File: src/rtl/ec2_loader_pkg.sv
// Shared encodings and sizes for the EC2 program loader.
package ec2_loader_pkg;

  localparam int MEM_DEPTH = 16;
  localparam int ADDR_W    = 4;
  localparam int DATA_W    = 8;
  localparam int COUNT_W   = 5;
  localparam int STATE_W   = 3;

  typedef enum logic [STATE_W-1:0] {
    IDLE    = 3'd0,
    WAITKEY = 3'd1,
    WRITE   = 3'd2,
    WAITREL = 3'd3,
    RUN     = 3'd4,
    HALTED  = 3'd5
  } state_t;

  // The CPU is only released while executing or showing its halted result.
  function automatic logic holds_cpu_reset(input state_t s);
    return !((s == RUN) || (s == HALTED));
  endfunction

endpackage

File: src/rtl/ec2_program_loader_enter_sync.sv
// Two-flop synchroniser for the raw Enter button plus a rising-edge detector.
module enter_sync
  import ec2_loader_pkg::*;
(
  input  logic Clock,
  input  logic Reset,
  input  logic Enter,
  output logic EnterSync,
  output logic EnterEdge
);

  logic meta;
  logic sync;
  logic sync_prev;

  always_ff @(posedge Clock or posedge Reset) begin
    if (Reset) begin
      meta      <= 1'b0;
      sync      <= 1'b0;
      sync_prev <= 1'b0;
    end else begin
      meta      <= Enter;
      sync      <= meta;
      sync_prev <= sync;
    end
  end

  assign EnterSync = sync;
  assign EnterEdge = sync & ~sync_prev;

endmodule

File: src/rtl/ec2_program_loader.sv
// Front-panel program loader: writes switch bytes into 16-entry program memory
// on Enter presses and holds the CPU in reset until the program is run.
module ec2_program_loader
  import ec2_loader_pkg::*;
(
  input  logic                Clock,
  input  logic                Reset,
  input  logic                Load,
  input  logic                Run,
  input  logic                Enter,
  input  logic [DATA_W-1:0]   Input,
  input  logic                Halt,
  output logic [ADDR_W-1:0]   MemAddr,
  output logic [DATA_W-1:0]   MemData,
  output logic                MemWr,
  output logic                CpuReset,
  output logic [COUNT_W-1:0]  Count,
  output logic [STATE_W-1:0]  State
);

  state_t               state_reg;
  state_t               state_next;
  logic [ADDR_W-1:0]    addr_reg;
  logic [DATA_W-1:0]    data_reg;
  logic [COUNT_W-1:0]   count_reg;
  logic                 enter_sync_level;
  logic                 enter_edge;
  logic                 start_session;
  logic                 capture;
  logic                 advance;
  logic                 mem_wr;
  logic                 cpu_reset;

  enter_sync u_enter_sync (
    .Clock     (Clock),
    .Reset     (Reset),
    .Enter     (Enter),
    .EnterSync (enter_sync_level),
    .EnterEdge (enter_edge)
  );

  always_ff @(posedge Clock or posedge Reset) begin
    if (Reset) state_reg <= IDLE;
    else       state_reg <= state_next;
  end

  always_comb begin
    state_next    = state_reg;
    start_session = 1'b0;
    capture       = 1'b0;
    advance       = 1'b0;
    case (state_reg)
      IDLE: begin
        if (Run) begin
          state_next = RUN;
        end else if (Load) begin
          state_next    = WAITKEY;
          start_session = 1'b1;
        end
      end
      WAITKEY: begin
        if (Run) begin
          state_next = RUN;
        end else if (enter_edge) begin
          state_next = WRITE;
          capture    = 1'b1;
        end
      end
      WRITE: begin
        state_next = WAITREL;
        advance    = 1'b1;
      end
      WAITREL: begin
        // Wait for release so a held button yields a single write.
        if (!enter_sync_level)
          state_next = (count_reg == COUNT_W'(MEM_DEPTH)) ? RUN : WAITKEY;
      end
      RUN: begin
        if (Load) begin
          state_next    = WAITKEY;
          start_session = 1'b1;
        end else if (Halt) begin
          state_next = HALTED;
        end
      end
      HALTED: begin
        if (Load) begin
          state_next    = WAITKEY;
          start_session = 1'b1;
        end else if (Run) begin
          state_next = IDLE;
        end
      end
      default: state_next = IDLE;
    endcase
  end

  always_comb begin
    mem_wr    = (state_reg == WRITE);
    cpu_reset = holds_cpu_reset(state_reg);
  end

  // Address and data stay put between writes so the panel keeps showing them.
  always_ff @(posedge Clock or posedge Reset) begin
    if (Reset) begin
      addr_reg  <= '0;
      data_reg  <= '0;
      count_reg <= '0;
    end else begin
      if (start_session) begin
        addr_reg  <= '0;
        count_reg <= '0;
      end
      if (capture)
        data_reg <= Input;
      if (advance) begin
        addr_reg  <= addr_reg + ADDR_W'(1);
        count_reg <= count_reg + COUNT_W'(1);
      end
    end
  end

  assign MemAddr  = addr_reg;
  assign MemData  = data_reg;
  assign MemWr    = mem_wr;
  assign CpuReset = cpu_reset;
  assign Count    = count_reg;
  assign State    = state_reg;

endmodule

File: config.mk
export PLATFORM = sky130hd
export DESIGN_NAME = ec2_program_loader
export DESIGN_NICKNAME = d
export VERILOG_FILES = /design/src/rtl/ec2_loader_pkg.sv /design/src/rtl/ec2_program_loader_enter_sync.sv /design/src/rtl/ec2_program_loader.sv
export SDC_FILE = /design/constraint.sdc
export NUM_CORES = 1
export LEC_CHECK = 0
export ABC_CLOCK_PERIOD_IN_PS = 1700
export BUFFER_PORTS_ARGS = -buffer_cell sky130_fd_sc_hd__buf_4
export CAP_MARGIN = 20
export CORE_ASPECT_RATIO = 1.2
export CORE_MARGIN = 4
export CORE_UTILIZATION = 45
export DETAILED_ROUTE_END_ITERATION = 6
export PLACE_DENSITY = 0.74
export SYNTH_ARGS = -nofsm -noshare
export SYNTH_HDL_FRONTEND = slang
export SYNTH_HIERARCHICAL = 1
export SYNTH_SLANG_ARGS = --single-unit
File: constraint.sdc
create_clock -name Clock -period 1.7 [get_ports Clock]
set_clock_uncertainty 0.05 [all_clocks]
set_input_delay 0.17 -clock Clock [delete_from_list [all_inputs] [get_ports Clock]]
set_output_delay 0.17 -clock Clock [all_outputs]
set_load 0.05 [all_outputs]
# Word-level counts from Yosys, hierarchy flattened
# Index checks and enable logic that the tools add are counted.
# totals
reg_bits	23
in_bits	14
out_inout_bits	22
wordCells	50
# classes
addsub	2
n_eq_ne	11
n_mux	22
bitwise_logic	2
reduce_logical	6
# ops
op	n
$mux W3	10
$pmux W3 S6	1
$ne A3 B3 Y1 const B	4
$mux W5	2
$mux W4	2
$eq A3 B2 Y1 const B	2
$eq A3 B3 Y1 const B	2
$mux W1	6
$add A5 B1 Y5 const B	1
$eq A5 B5 Y1 const B	1
$reduce_and A5 Y1	1
$add A4 B1 Y4 const B	1
$eq A3 B1 Y1 const B	1
$logic_not A3 Y1	1
$ne A2 B2 Y1 const B	1
$pmux W1 S2	1
$reduce_bool A2 Y1	1
$reduce_or A2 Y1	1
$and A1 B1 Y1	1
$logic_not A1 Y1	1
$logic_or A1 B1 Y1	1
$not A1 Y1	1

# Logic depth before layout (Yosys ltp)
# logic_depth
depth_word	5
depth_mapped	7
depth_no_buf	5

# By module
# The synthesis kept the hierarchy.
# modules_own_cells
mod	n_inst	cells_each	area_each_um2
ec2_program_loader	1	95	1059.8
enter_sync	1	5	92.6

# Worst setup path after synthesis
# OpenSTA, ideal clock, no wires.
# synth_path
path_kind	reg2reg
startpoint	reg state_reg[1], in the netlist State[1]
endpoint	reg state_reg[0], in the netlist State[0]
setup_time_ps	125
arrival_time_ps	1804
slack_ps	-278
stages_incl_launch_ff	6
n_path_buf	1
path_cell_list	dfrtp_1 buf_6 nand2b_1 a21oi_1 a31o_2 mux2_2
# synth_via
elab_chain_len	3
elab_cells_between_ends	13
cone_classes	10 x eq/ne; 1 x mux; 2 x reduce/logical
# synth_rtl
item	line	rtl
start, declared	ec2_program_loader.sv:21	state_t state_reg;
start signal, assigned	ec2_program_loader.sv:44	else state_reg <= state_next;
$eq A3 B1 Y1 (tied with other cells)	ec2_program_loader.sv:52	case (state_reg)
$ne A3 B3 Y1 (no line) / $ne A2 B2 Y1 (equally long branches)	-	
$reduce_and A5 Y1 (no line)	-	
# Several ways; a longest one is shown, not always the timed one.
# A chain may end at the register's enable or synchronous reset.

# Worst setup path in the final report
# layout_path
startpoint	reg state_reg[2], in the netlist State[2]
endpoint	reg state_reg[0], in the netlist State[0]
# Same word-level chain as after synthesis.

==> flow_metrics.tcl <==
set metrics [dict create \
    io_pins 36 \
    die_w_um 54.2 \
    vias_per_cell 5.23 \
    r2r_cells 5 \
    tightest_slew_ns 0.378 \
    antenna_left 0 \
    startpoint "State[2]" \
    setup_violations 0 \
    required_ns 1.85 \
    cts.path.max_buffers 2 \
    grt_pass1_vias 985 \
    max_freq_ghz 0.603 \
    numCtsBuffers 3 \
    min_path_type "in -> reg" \
    ir_drop_mv 1.34 \
    crit_type "reg -> reg" \
    cts_max_level 1 \
    grt_max_degree 21 \
    cap_violations 0 \
    ff2ff_setup_slack_ns 0.04 \
    grt-ovfl-total 0 \
    antenna-diode-count 0 \
    cts.sinks 23 \
    netlist_area_sq_um 1150 \
    wl_per_cell_um 14.4 \
    syn-num-nets 117 \
    dp_hpwl_um 1940 \
    crit_path_start_kind "register" \
    ys_async_sr_fraction_pct 100 \
    layout-drive-gt1-share_pct 51.0 \
    avgSynthCellArea_sq_um 11.5 \
    synth.area.top_cells "dfrtp_1 50%, mux2_2 9.8%, ha_1 3.3%, nand2_1 3.3%, xor2_1 3.0%" \
    gp_congestion 0.861 \
    grt_pass1_wl_um 4260 \
    stdcell_count 178 \
    dp_cells 166 \
    num_vias 931 \
    yosys_warnings 6 \
    critPathSlowestCell "dfrtp_2" \
    timing.final.crit_share_pct 97.6 \
    slew_viol_final 0 \
    drtIter0Drc 21 \
    cts_tree "yes" \
    yosysUniqueCellTypes 33 \
    ys_ff_latch 23 \
    status "finished clean" \
    syn_inst 100 \
    cp-endpoint "State[0]" \
    relSlewSlack_pct 74.6 \
    antenna_found_initial 0 \
    clk_pin_slew_ns 0.12 \
    period_needed_ns 1.66 \
    grt_setup_unrepaired "false" \
    power_per_cell_area_nw_per_um2 1910 \
    r2r-start "State[2]" \
    rows 19 \
    io_buffers 35 \
    hold_viol 0 \
    synth_edf_count 0 \
    synthFlopType "dfrtp_1" \
    synth_top_area_share_pct 49.9 \
    cts_root_buf "clkbuf_4" \
    grt_use_total_pct 16.6 \
    synth_area_leader_cell "dfrtp_1" \
    leakage_nw 0.772 \
    yosysMostFrequentCell "dfrtp_1" \
    power_mw 3.08 \
    cp_cell_sequence "buf_4 -> o21bai_4 -> and3_4 -> a32oi_4 -> mux2_4" \
    fp.coreArea_sq_um 2380 \
    dr.pass1.iters 4 \
    initial_utilization_pct 48.5 \
    slowest_delay_ns 0.42 \
    clock_latency_ns 0.30 \
    drc 0 \
    critPathArrivalTime_ns 1.81 \
    synthTopCellsByCount "23 x dfrtp_1, 10 x mux2_2, 10 x nand2_1" \
    yosysSeqAreaShare_pct 49.9 \
    area_growth_pct 40.1 \
    rr_endpoint "State[0]" \
    worstPathMaxFanout 9 \
    endpoint_kind "register" \
    die_area_sq_um 3440 \
    fin_nets 165 \
    routed_wl_um 2570 \
    fp.dieH_um 63.4 \
]
## per-stage QoR
stage          utilization, %  hold WS (ns)  setup TNS, ns  setup slack, ns  cell area [sq um]
2_1_floorplan               -        -0.126       -0.00906         -0.00906               1220
3_3_place_gp             63.4       0.00220              0           0.0893               1510
3_5_place_dp             63.4        0.0181              0           0.0254               1510
4_1_cts                  66.7        0.0283              0          0.00104               1590
5_1_grt                  67.9        0.0156              0          0.00500               1610
6_report                 67.9        0.0447              0           0.0405               1610
## placed cells by master (no fill, tap or decap), types with 3 or more instances in the layout
cell / synthesis / final
o21ai_0: 3 / 3
o22ai_1: 4 / 4
dfrtp_1: 23 / 20
buf_4: 1 / 44
dfrtp_2: 0 / 3
nand3_1: 3 / 3
ha_1: 3 / 3
nand2_1: 10 / 10
mux2_2: 10 / 8
clkbuf_4: 0 / 3
inv_1: 7 / 7
xor2_1: 4 / 4
nor2_1: 4 / 4
## critical path, delay by kind of cell (launching register included)
family	cells	cell delay [ns]
mux	1	0.33
simple gates	1	0.17
buf+inv	1	0.17
flops	1	0.42
compound gates	2	0.42
## routing by layer
metal | GRT usage, % | wire (um)
met2 | 25.0 | 1260
met3 | 4.25 | 157
met5 | 0 | 0
met1 | 21.7 | 1110
met4 | 7.48 | 35
## registers in the layout (all words and copies together), names as in the netlist
register and flops:
State 3, MemAddr 4, Count 5, u_enter_sync/EnterSync 1, MemData 8, u_enter_sync/sync_prev 1, u_enter_sync/meta 1
## logic make-up (layout without fill, tap and decap cells)
logic type      count (synthesis)  after routing  share of synthesized area, %
mux                            10             10                          9.77
fa+ha+maj                       3              3                          3.26
compound gates                 21             21                          12.7
simple gates                   27             27                          14.7
buf+inv                        12             59                          6.62
xor+xnor                        4              4                          3.04
flops                          23             23                          49.9
## worst min-delay path by stage
stage | start | cells after the start | slack (ns) | to
6_report | Input[3] | 2 | 0.04 | MemData[3]
5_1_grt | Input[0] | 2 | 0.02 | MemData[0]
4_1_cts | Input[2] | 2 | 0.03 | MemData[2]
3_5_place_dp | Reset | 2 | 0.02 | u_enter_sync/meta
3_3_place_gp | Reset | 2 | 0.002 | u_enter_sync/meta
2_1_floorplan | Reset | 1 | -0.13 | u_enter_sync/EnterSync
## power breakdown
| part | switching [mW] | internal (mW) |
|---|---|---|
| clock | 0.157 | 0.0876 |
| combinational | 1.22 | 0.754 |
| sequential | 0.132 | 0.727 |
| total | 1.51 | 1.57 |
## timing repair
| item | 4_1_cts | 5_1_grt |
|---|---|---|
| endpoints found under the hold margin | 24 | 0 |
| buffers inserted | 4 | 2 |
| endpoints found under the setup margin | 1 | 1 |
| pin swaps | 1 | 1 |
| hold buffers | 2 | 0 |
| resized for setup | 1 | 3 |
## final cells by class
type	count	area, sq um
clock buffers	3	22.5
fillers	175	763
repair buffers	47	370
flip-flops and latches	23	579
multi-input cells	65	556
clock inverters	1	5.00
inverters	8	42.5
well taps	31	38.8
(Power assumes the default switching activity.)
